**config.mk**
```make
export PLATFORM = sky130hd
export DESIGN_NAME = eth_rx_fcs_check
export DESIGN_NICKNAME = d
export VERILOG_FILES = /design/src/rtl/eth_pkg.sv /design/src/rtl/eth_fcs32.sv /design/src/rtl/eth_rx_fcs_check.sv
export SDC_FILE = /design/constraint.sdc
export NUM_CORES = 1
export LEC_CHECK = 0
export CAP_MARGIN = 20
export CORE_UTILIZATION = 48
export DETAILED_ROUTE_END_ITERATION = 10
export PLACE_DENSITY = 0.68
export SLEW_MARGIN = 25
export SYNTH_ARGS = -nofsm -noshare
export SYNTH_HDL_FRONTEND = slang
export SYNTH_SLANG_ARGS = --single-unit
export TNS_END_PERCENT = 1
```
**constraint.sdc**
```tcl
create_clock -name clk -period 2.8 [get_ports clk]
set_input_delay 0.28 -clock clk [delete_from_list [all_inputs] [get_ports clk]]
set_output_delay 0.28 -clock clk [all_outputs]
set_load 0.1 [all_outputs]
```
**src/rtl/eth_pkg.sv**
```systemverilog
// Shared Ethernet receive definitions: framing bytes, CRC-32 constants,
// the receive FSM state type and a one-byte reflected CRC-32 step.
package eth_pkg;

    localparam logic [7:0]  ETH_PREAMBLE    = 8'h55;
    localparam logic [7:0]  ETH_SFD         = 8'hD5;
    localparam logic [31:0] ETH_CRC_POLY    = 32'hEDB88320;
    localparam logic [31:0] ETH_CRC_INIT    = 32'hFFFFFFFF;
    localparam logic [31:0] ETH_CRC_RESIDUE = 32'hDEBB20E3;

    // Depth of the delay line that holds back the trailing FCS bytes.
    localparam int BUF_DEPTH = 5;

    typedef enum logic [1:0] {
        ST_IDLE,
        ST_PREAMBLE,
        ST_DATA,
        ST_DROP
    } rx_state_e;

    function automatic logic [31:0] crc32_byte(input logic [31:0] crc_in,
                                               input logic [7:0]  data);
        logic [31:0] c;
        c = crc_in;
        for (int i = 0; i < 8; i++) begin
            if (c[0] ^ data[i]) c = (c >> 1) ^ ETH_CRC_POLY;
            else                c = c >> 1;
        end
        return c;
    endfunction

endpackage

```
**src/rtl/eth_fcs32.sv**
```systemverilog
// Byte-wide Ethernet CRC-32 register: init reloads the seed, en folds in one
// LSB-first byte. The register is not complemented; callers compare residues.
module eth_fcs32
    import eth_pkg::*;
(
    input  logic        clk,
    input  logic        rst,
    input  logic        init,
    input  logic        en,
    input  logic [7:0]  data,
    output logic [31:0] crc
);

    logic [31:0] crc_q;
    logic [31:0] crc_d;

    // NOTE: next-state logic gets a full default first so no path can infer a latch.
    always_comb begin
        crc_d = crc_q;
        if (init)    crc_d = ETH_CRC_INIT;
        else if (en) crc_d = crc32_byte(crc_q, data);
    end

    // NOTE: state registers use non-blocking assignments only.
    always_ff @(posedge clk) begin
        if (rst) crc_q <= ETH_CRC_INIT;
        else     crc_q <= crc_d;
    end

    assign crc = crc_q;

endmodule

```
**src/rtl/eth_rx_fcs_check.sv**
```systemverilog
// Receive FCS checker: locks onto preamble/SFD, streams the frame out five
// bytes late so the FCS is stripped, and pulses per-frame status at the end.
module eth_rx_fcs_check
    import eth_pkg::*;
#(
    parameter int MIN_FRAME_LEN = 64,
    parameter int MAX_FRAME_LEN = 1518,
    parameter int LEN_W         = 16
) (
    input  logic             clk,
    input  logic             rst,
    input  logic             in_valid,
    input  logic [7:0]       in_data,
    input  logic             in_er,
    output logic             out_valid,
    output logic [7:0]       out_data,
    output logic             out_sof,
    output logic             out_last,
    output logic             frame_done,
    output logic             frame_ok,
    output logic             crc_err,
    output logic             len_err,
    output logic             phy_err,
    output logic [LEN_W-1:0] frame_len
);

    rx_state_e        state_q, state_d;
    logic [7:0]       buf_q [BUF_DEPTH];
    logic [7:0]       buf_d [BUF_DEPTH];
    logic [2:0]       fill_q, fill_d;
    logic [LEN_W-1:0] len_q, len_d;
    logic             er_q, er_d;
    logic             sof_pend_q, sof_pend_d;
    logic             idle_seen_q, idle_seen_d;

    logic             out_valid_q, out_valid_d;
    logic [7:0]       out_data_q, out_data_d;
    logic             out_sof_q, out_sof_d;
    logic             out_last_q, out_last_d;
    logic             frame_done_q, frame_done_d;
    logic             frame_ok_q, frame_ok_d;
    logic             crc_err_q, crc_err_d;
    logic             len_err_q, len_err_d;
    logic             phy_err_q, phy_err_d;
    logic [LEN_W-1:0] frame_len_q, frame_len_d;

    logic             crc_init;
    logic             crc_en;
    logic [31:0]      crc_val;
    logic             buf_full;

    eth_fcs32 u_fcs (
        .clk  (clk),
        .rst  (rst),
        .init (crc_init),
        .en   (crc_en),
        .data (in_data),
        .crc  (crc_val)
    );

    assign buf_full = (fill_q == 3'(BUF_DEPTH));

    always_comb begin
        state_d      = state_q;
        buf_d        = buf_q;
        fill_d       = fill_q;
        len_d        = len_q;
        er_d         = er_q;
        sof_pend_d   = sof_pend_q;
        // Only a rising in_valid may open a frame, so a frame cut by reset is skipped.
        idle_seen_d  = !in_valid;
        out_valid_d  = 1'b0;
        out_data_d   = 8'h00;
        out_sof_d    = 1'b0;
        out_last_d   = 1'b0;
        frame_done_d = 1'b0;
        frame_ok_d   = 1'b0;
        crc_err_d    = 1'b0;
        len_err_d    = 1'b0;
        phy_err_d    = 1'b0;
        frame_len_d  = '0;
        crc_init     = 1'b0;
        crc_en       = 1'b0;

        case (state_q)
            ST_IDLE: begin
                if (in_valid) begin
                    if (in_data == ETH_PREAMBLE && idle_seen_q) state_d = ST_PREAMBLE;
                    else                                         state_d = ST_DROP;
                end
            end

            ST_PREAMBLE: begin
                if (!in_valid) begin
                    state_d = ST_IDLE;
                end else if (in_data == ETH_SFD) begin
                    state_d    = ST_DATA;
                    crc_init   = 1'b1;
                    len_d      = '0;
                    fill_d     = '0;
                    er_d       = 1'b0;
                    sof_pend_d = 1'b1;
                end else if (in_data != ETH_PREAMBLE) begin
                    state_d = ST_DROP;
                end
            end

            ST_DATA: begin
                if (in_valid) begin
                    crc_en = 1'b1;
                    len_d  = (&len_q) ? len_q : len_q + 1'b1;
                    er_d   = er_q | in_er;
                    if (buf_full) begin
                        out_valid_d = 1'b1;
                        out_data_d  = buf_q[0];
                        out_sof_d   = sof_pend_q;
                        sof_pend_d  = 1'b0;
                    end else begin
                        fill_d = fill_q + 3'd1;
                    end
                    for (int i = 0; i < BUF_DEPTH - 1; i++) buf_d[i] = buf_q[i+1];
                    buf_d[BUF_DEPTH-1] = in_data;
                end else begin
                    // Buffer now holds the last payload byte plus the four FCS bytes.
                    state_d      = ST_IDLE;
                    frame_done_d = 1'b1;
                    frame_len_d  = len_q;
                    crc_err_d    = (crc_val != ETH_CRC_RESIDUE);
                    len_err_d    = (len_q < LEN_W'(MIN_FRAME_LEN)) ||
                                   (len_q > LEN_W'(MAX_FRAME_LEN));
                    phy_err_d    = er_q;
                    frame_ok_d   = !crc_err_d && !len_err_d && !phy_err_d;
                    if (buf_full) begin
                        out_valid_d = 1'b1;
                        out_data_d  = buf_q[0];
                        out_sof_d   = sof_pend_q;
                        out_last_d  = 1'b1;
                    end
                end
            end

            ST_DROP: begin
                if (!in_valid) state_d = ST_IDLE;
            end

            default: state_d = ST_IDLE;
        endcase
    end

    always_ff @(posedge clk) begin
        if (rst) begin
            state_q      <= ST_IDLE;
            fill_q       <= '0;
            len_q        <= '0;
            er_q         <= 1'b0;
            sof_pend_q   <= 1'b0;
            idle_seen_q  <= 1'b0;
            out_valid_q  <= 1'b0;
            out_data_q   <= 8'h00;
            out_sof_q    <= 1'b0;
            out_last_q   <= 1'b0;
            frame_done_q <= 1'b0;
            frame_ok_q   <= 1'b0;
            crc_err_q    <= 1'b0;
            len_err_q    <= 1'b0;
            phy_err_q    <= 1'b0;
            frame_len_q  <= '0;
        end else begin
            state_q      <= state_d;
            fill_q       <= fill_d;
            len_q        <= len_d;
            er_q         <= er_d;
            sof_pend_q   <= sof_pend_d;
            idle_seen_q  <= idle_seen_d;
            out_valid_q  <= out_valid_d;
            out_data_q   <= out_data_d;
            out_sof_q    <= out_sof_d;
            out_last_q   <= out_last_d;
            frame_done_q <= frame_done_d;
            frame_ok_q   <= frame_ok_d;
            crc_err_q    <= crc_err_d;
            len_err_q    <= len_err_d;
            phy_err_q    <= phy_err_d;
            frame_len_q  <= frame_len_d;
        end
    end

    // NOTE: the delay line is not reset; fill_q alone decides which entries are live.
    always_ff @(posedge clk) begin
        buf_q <= buf_d;
    end

    assign out_valid  = out_valid_q;
    assign out_data   = out_data_q;
    assign out_sof    = out_sof_q;
    assign out_last   = out_last_q;
    assign frame_done = frame_done_q;
    assign frame_ok   = frame_ok_q;
    assign crc_err    = crc_err_q;
    assign len_err    = len_err_q;
    assign phy_err    = phy_err_q;
    assign frame_len  = frame_len_q;

endmodule

```
After elaboration in Yosys (flattened, before gate mapping)
Cells that the tools add are included.

operators by class
  $add $sub $neg = 2
  bitwise logic cells = 19
  divide/modulo/power cells = 0
  multiply operators = 0
  equality and inequality tests = 17
  shifts and indexed selects = 0
  reduce and logical (&&, ||, !) cells = 22
  mux-type cells = 55
  order comparisons = 2

operators with widths
  cell                   number
  $mux 32                22
  $not 13->14            8
  $mux 16                4
  $ne 32x32->1 const B   1
  $pmux 16 s2            1
  $add 16x1->16 const B  1
  $gt 16x11->1 const B   1
  $lt 16x7->1 const B    1
  $ne 2x2->1 const B     8
  $reduce_and 16->1      1
  $reduce_and 5->1       3
  $mux 1                 14
  $mux 2                 6
  $mux 3                 4
  $eq 8x7->1 const B     1
  $eq 8x8->1 const B     1
  $ne 8x7->1 const B     1
  $xor 1x1->1            8
  $pmux 2 s3             1
  $pmux 3 s2             1
  $reduce_or 2->1        3
  $reduce_or 3->1        2
  $eq 2x2->1 const B     2
  $logic_not 1->1        4
  14 further kinds       18

word-level totals
  memories kept = 0
  bits in read-only memories = 0
  RAM bits = 0
  bits in latches = 0
  output and inout bits = 32
  register bits after elaboration = 128

Logic depth before layout (Yosys ltp)
Gate-level depths: netlist (run 1).

  word-level depth = 31
  mapped depth = 6

Cells and area by module
Synthesis (run 1) repeated with hierarchy kept, for this count alone.

second synthesis, totals
  cells, all modules = 490
  area, all modules = 5387.7 µm²

by module, submodules not included
  module            cells each  area each (µm²)  times used
  eth_rx_fcs_check  292         3548.4           1
  eth_fcs32         198         1839.3           1

Least setup slack after synthesis (run 1)
No wires, ideal clock.

  path type = register to register
  from = register u_fcs.crc_q[6], in the netlist u_fcs.crc[6]
  to = register u_fcs.crc_q[26], in the netlist u_fcs.crc[26]
  setup slack = 668 ps
  library setup time = 123 ps
  data arrival time = 2009 ps
  stages on the path, launching flop included = 6
  clock period less this slack = 2132 ps
  cells stage by stage = dfxtp_1 > xnor2_1 > xor2_4 > xor3_2 > or4_1 > o311a_1

between the ends
  cells in the longest elaborated chain, start to end = 25

RTL lines
  what                          line             text
  start: declaration            eth_fcs32.sv:14  logic [31:0] crc_q;
  start signal: assignment      eth_fcs32.sv:27  else crc_q <= crc_d;
  $not 13->14 (no source line)  --
  $mux 32 *                     eth_pkg.sv:26    if (c[0] ^ data[i]) c = (c >> 1) ^ ETH_CRC_POLY;
  $mux 32 *                     eth_fcs32.sv:21  else if (en) crc_d = crc32_byte(crc_q, data);
  $mux 32 *                     eth_fcs32.sv:20  if (init) crc_d = ETH_CRC_INIT;
  $mux 32 *                     eth_pkg.sv:26
  $mux 32 *                     eth_fcs32.sv:21
  $mux 32 *                     eth_fcs32.sv:20
  $mux 32 *                     eth_pkg.sv:26
  [9 not listed]                --
  $mux 32 *                     eth_fcs32.sv:21
  $mux 32 *                     eth_fcs32.sv:20
  $xor 1x1->1 *                 eth_pkg.sv:26
  $mux 32 *                     eth_pkg.sv:26
  $mux 32 *                     eth_fcs32.sv:21
  $mux 32 *                     eth_fcs32.sv:20
  $not 13->14 (no source line)  --
  $mux 32 *                     eth_pkg.sv:26

Every way passes the cells marked *; elsewhere a longest branch is shown, timed or not. The select of a mux whose other input is x is not followed.
A chain may end at the register's enable or synchronous reset.

Final worst setup path (run 1)
  from = register u_fcs.crc_q[3], in the netlist u_fcs.crc[3]
  to = register u_fcs.crc_q[26], in the netlist u_fcs.crc[26]

between the ends
  cells in the longest elaborated chain, start to end = 26

RTL lines
  what                          line
  $mux 32 *                     eth_pkg.sv:26
  $mux 32 *                     eth_fcs32.sv:21
  $mux 32 *                     eth_fcs32.sv:20
  $mux 32 *                     eth_pkg.sv:26
  $mux 32 *                     eth_fcs32.sv:21
  $mux 32 *                     eth_fcs32.sv:20
  $mux 32 *                     eth_pkg.sv:26
  $mux 32 *                     eth_fcs32.sv:21
  [10 not listed]               --
  $mux 32 *                     eth_fcs32.sv:21
  $mux 32 *                     eth_fcs32.sv:20
  $not 13->14 (no source line)  --
  $mux 32 *                     eth_pkg.sv:26
  $mux 32 *                     eth_fcs32.sv:21
  $mux 32 *                     eth_fcs32.sv:20
  $not 13->14 (no source line)  --
  $mux 32 *                     eth_pkg.sv:26

Marked as above.

==> results of run 1 <==
==> cells in the mapped netlist (2+ instances only) <==
cell type	n
xnor2_4	2
nand3_1	12
o21ai_0	11
edfxtp_1	40
or4_1	8
xor2_1	17
o211ai_1	26
nor2_1	12
xnor3_1	2
and3_1	19
and4_1	2
nand2_1	41
a21oi_1	23
inv_1	7
clkbuf_1	18
o31ai_1	3
nor4_1	6
dfxtp_1	88
o211ai_2	2
and4bb_2	2
nand4b_1	2
nand4_1	5
xnor2_1	40
ha_1	3
and2_1	12
xor2_4	2
xnor2_2	5
or3_1	13
o21ai_1	3
==> through the flow <==
stage          total power, W  std cells
2_1_floorplan         0.00251        445
3_3_place_gp          0.00264        622
3_5_place_dp          0.00265        622
4_1_cts               0.00462        654
5_1_grt               0.00476        654
6_report              0.00458        654
==> layout make-up <==
class | count | area share, %
inverters | 7 | 0.418
flip-flops and latches | 128 | 47.2
well taps | 136 | 2.71
clock buffers | 18 | 6.81
clock inverters | 14 | 1.71
multi-input cells | 291 | 33.6
repair buffers | 60 | 7.61
==> where the power goes <==
| group | internal (W) | total [W] | switching [W] |
|---|---|---|---|
| registers | 0.00196 | 0.00199 | 0.0000369 |
| logic | 0.000305 | 0.000628 | 0.000323 |
| clock network | 0.00112 | 0.00196 | 0.000841 |
==> layer usage <==
layer	track usage [%]	share of wire (%)	vias to the layer above
met4	8.43	2.1	0
met3	6.12	4.0	16
met2	30.4	46	83
li1	-	-	1720
met5	0	0	-
met1	27.3	48	1685
==> state kept, by name, summed over array words and instances (netlist names), 2 cells and up <==
signal / cells
out_data: 8
u_fcs.crc: 32
len_q: 16
fill_q: 3
buf_q: 40
state_q: 2
frame_len: 16
==> logic make-up (layout without fill, tap and decap cells) <==
| group | Yosys count | after routing | synth area share [%] |
|---|---|---|---|
| AO/OA/AOI/OAI | 75 | 75 | 9.42 |
| flip-flops | 128 | 128 | 57.4 |
| multiplexers | 1 | 1 | 0.218 |
| XOR/XNOR | 70 | 70 | 15.2 |
| adder cells (fa/ha/maj) | 3 | 3 | 0.727 |
| AND/OR/NAND/NOR | 142 | 142 | 15.2 |
| buffers and inverters | 26 | 99 | 1.91 |
==> worst max-delay path, stage by stage, from the launching register on <==
cell and delay (ps):
dfxtp_1 450, xnor2_4 190, xnor2_1 530, xor3_2 380, or4_1 400, o311a_1 130
==> worst min-delay path by stage <==
| stage | from | slack (ps) | depth (start not counted) | to |
|---|---|---|---|---|
| 6_report | in_data[4] | 390 | 1 | buf_q[4] |
| 5_1_grt | in_data[4] | 370 | 1 | buf_q[4] |
| 4_1_cts | in_data[4] | 360 | 1 | buf_q[4] |
| 3_5_place_dp | buf_q[3] | 410 | 0 | buf_q[11] |
| 3_3_place_gp | buf_q[2] | 400 | 0 | buf_q[10] |
| 2_1_floorplan | in_data[0] | 380 | 0 | buf_q[0] |
==> results.yml, run 1 <==
outcome:
  run_status: "complete, no violations"
sta:
  rsz0062_at_grt: "no"
  slew_violations: 0
  holdWs_ps: 388
  hold_viol_final: 0
  final.setup.tns_ps: 0
  max_slew.worst_pin.slew_ps: 906
  layout_worst_path_cycle_share_pct: 78.6
  setup_ws_ps: 600
  min_period_ps: 2200
  fmax_ghz: 0.455
  max_slew_margin_pct: 39.1
  setup_viol: 0
  skew_ps: 9.31
die:
  core_sq_mm: 0.0104
  start_util_pct: 49.8
  pin_count: 44
  die_h_microns: 106
  fp-row-count: 37
  die_x_microns: 106
  die-area_sq_mm: 0.0112
logic_synthesis:
  synth_area_per_cell_sq_um: 11.6
  yosys.cell_types.count: 48
  synth-edff-count: 40
  ys_seq_area_share_pct: 57.4
  synth_area_sq_mm: 0.00517
  synthArstFlopShare_pct: 0
  yosysTopAreaCell: "dfxtp_1"
  synth_ff_type: "dfxtp_1"
  yosysWarnings: 0
  synth_cells: 445
  ys_seq_elements: 128
  yosysTopAreaCellShare_pct: 34.1
  yosys-top-cells-area: "dfxtp_1 34%, edfxtp_1 23%, xnor2_1 6.8%"
  synthesis.nets: 460
routing:
  routed_via_density: 5.36
  ant_nets: 0
  drt-total-wl_microns: 10300
  drc: 0
  drt_iter0_drc: 241
  post_drt_wl_per_cell_microns: 15.7
  vias: 3504
  firstDrtPassIters: 4
worst_setup_path:
  ff2ff_setup_slack_ps: 600
  critPathLaunchType: "register"
  crit_arrival_ps: 2600
  r2r_cells: 5
  critPathKind: "reg -> reg"
  timing.rr.start: "u_fcs.crc[3]"
  cp-endpoint: "u_fcs.crc[26]"
  path_max_fanout: 6
  r2r_end: "u_fcs.crc[26]"
  cp.required_ps: 3200
  cp-end-kind: "register"
  startpoint: "u_fcs.crc[3]"
layout:
  syn_to_final_growth_pct: 21.6
  final_cell_mix: "88 x dfxtp_1, 49 x buf_4, 41 x nand2_1"
  final_util_pct: 60.6
  multi_input_area_sq_mm: 0.00211
  fin_nets: 520
  antennaDiodeCount: 0
  stdcell_area_sq_mm: 0.00628
  drive_gt1_share_pct: 19.3
  n_fill_cell: 852
  layout_commonest_cell: "dfxtp_1"
  seq_area_sq_mm: 0.00296
place:
  gp_congestion: 0.861
  pre_cts_ws_ps: 185
  io_buffers: 43
  placed_cell_area_sq_mm: 0.00575
  dp_hpwl_microns: 6940
run:
  drv_cap: 0
clock_tree:
  cts_resized: 0
  post_cts_buffers: 0
  cts_root_buffer: "clkbuf_8"
  clk_latency_ps: 520
  cts_max_level: 4
  cts_buffers: 17
  cts_sinks: 128
  cts_tree: "done"
  clock_path_buffers: 2
  clkTransAtPathRegs_ps: 60
  ctsHoldBuffers: 0
pwr:
  ir_worst_vdd_v: 0.000385
  power_density_mw_per_mm2: 729
  p_leak_nw: 2.50
global_route:
  track_usage_pct: 20.3
  grt_pass1_vias: 3413
  grt_pass1_wl_microns: 17300
  antenna_found_initial: 0
  grt_remaining_overflow: 0
  grt_max_degree: 47
min_path:
  hp-class: "in -> reg"
No activity file was read; power rests on OpenSTA's default activity.
==> run 2: changes to the inputs <==
==> constraint.sdc (replaced) <==
create_clock -name clk -period 2.1 [get_ports clk]
set_input_delay 0.21 -clock clk [delete_from_list [all_inputs] [get_ports clk]]
set_output_delay 0.21 -clock clk [all_outputs]
set_load 0.1 [all_outputs]
==> run 2 against run 1 <==
Setup slack lost 460 ps. Sequential cell count is the same. Global-route usage grew 0.097 points. First-iteration DRC count grew 11%. Fmax grew 12%. Non-clock buffer count grew 28. Routed wire length grew 0.39%. Register-to-register slack lost 460 ps. Via count grew 3.5%. Clock skew shrank 0.60 ps. Critical path type unchanged. Largest cell class unchanged. Highest routed layer unchanged.
==> results.yml, run 2 (synthesis results as in run 1) <==
outcome:
  run_status: "complete, no violations"
global_route:
  track_usage_pct: 20.4
  antenna_found_initial: 0
  grt_pass1_wl_microns: 17400
  grt_pass1_vias: 3546
  grt_remaining_overflow: 0
  grt_max_degree: 62
clock_tree:
  clock_path_buffers: 2
  clk_latency_ps: 510
  clkTransAtPathRegs_ps: 60
  cts_root_buffer: "clkbuf_8"
  cts_buffers: 17
  cts_tree: "done"
  cts_max_level: 4
  ctsHoldBuffers: 0
  cts_sinks: 128
  post_cts_buffers: 0
place:
  gp_congestion: 0.853
  dp_hpwl_microns: 7060
  placed_cell_area_sq_mm: 0.00599
  pre_cts_ws_ps: -166
  io_buffers: 43
die:
  die_x_microns: 106
  start_util_pct: 49.8
  fp-row-count: 37
  core_sq_mm: 0.0104
  pin_count: 44
  die-area_sq_mm: 0.0112
  die_h_microns: 106
worst_setup_path:
  cp.required_ps: 2530
  startpoint: "state_q[0]"
  cp-end-kind: "register"
  crit_arrival_ps: 2400
  critPathLaunchType: "register"
  ff2ff_setup_slack_ps: 140
  cp.depth: 7
  cp_top_family: "simple AND/OR/NAND/NOR gates"
  critPathBufInv: 2
  timing.rr.start: "state_q[0]"
  slowest_stage: "or4_1"
  r2r_end: "len_q[10]"
  cpPeakStageDelay_ps: 560
  critPathKind: "reg -> reg"
  crit_chain: "nand2b_1, or4_1, o211ai_2, buf_6, buf_4, o21ai_0, a21oi_1"
  cp-endpoint: "len_q[10]"
  path_max_fanout: 16
  r2r_cells: 7
routing:
  ant_nets: 0
  drc: 0
  routed_via_density: 5.32
  drt_iter0_drc: 267
  drt-total-wl_microns: 10300
  firstDrtPassIters: 5
  post_drt_wl_per_cell_microns: 15.1
  vias: 3626
sta:
  setup_ws_ps: 137
  slew_violations: 0
  setup_viol: 0
  layout_worst_path_cycle_share_pct: 93.5
  max_slew.worst_pin.slew_ps: 562
  rsz0062_at_grt: "no"
  min_period_ps: 1960
  holdWs_ps: 359
  fmax_ghz: 0.510
  hold_viol_final: 0
  skew_ps: 8.71
  max_slew_margin_pct: 62.5
layout:
  n_fill_cell: 816
  largest_reg_flops: 40
  regMostFlops: "buf_q"
  final_cell_mix: "86 x dfxtp_1, 74 x buf_4, 41 x nand2_1"
  layout_commonest_cell: "dfxtp_1"
  antennaDiodeCount: 0
  final_util_pct: 63.4
  syn_to_final_growth_pct: 27.2
  stdcell_area_sq_mm: 0.00657
  fin_nets: 548
  drive_gt1_share_pct: 24.0
min_path:
  hp-class: "in -> reg"
pwr:
  ir_worst_vdd_v: 0.000492
  p_leak_nw: 2.67
  power_density_mw_per_mm2: 977
run:
  drv_cap: 0
## run 2: through the flow
stage          TNS [ps]  power (W)  cells
2_1_floorplan         0    0.00334    445
5_1_grt               0    0.00665    682
3_3_place_gp      -1240    0.00364    650
6_report              0    0.00642    682
4_1_cts               0    0.00647    682
3_5_place_dp      -2340    0.00364    650
## run 2: layout make-up
type                            count  area (sq um)  area share (%)
Clock buffer                       18           418            6.36
Clock inverter                     14           156            2.38
Inverter                            7          26.3           0.400
Multi-Input combinational cell    291          2120            32.2
Sequential cell                   128          2970            45.1
Tap cell                          136           170            2.59
Timing Repair Buffer               88           717            10.9
## run 2: how the worst min path moves through the flow
stage | cells after the start | slack (ps) | end | from
floorplan | 0 | 310 | buf_q[0] | in_data[0]
global placement | 0 | 400 | buf_q[10] | buf_q[2]
detailed placement | 0 | 400 | buf_q[10] | buf_q[2]
CTS | 1 | 330 | buf_q[4] | in_data[4]
global route | 1 | 350 | buf_q[4] | in_data[4]
finish | 1 | 360 | buf_q[4] | in_data[4]
## run 2: routing by layer
layer  track usage (%)  vias to the layer above  wire [microns]
met1              27.0                     1731            4810
met5                 0                        -               0
met2              31.6                      108            4820
met3              4.76                       13             508
li1                  -                     1774               -
met4              9.52                        0             190
## run 2: timing repair
item                       in CTS  in global routing
setup endpoints to repair       0                  4
hold endpoints to repair        0                  0
resized for setup               0                  4
## run 2: report_power, final
group	internal, W	leakage (nW)	total [W]	switching, W
logic	0.000494	1.31	0.000939	0.000445
clock network	0.00171	0.281	0.00282	0.00111
registers	0.00261	1.08	0.00266	0.0000484
total	0.00481	2.67	0.00642	0.00161
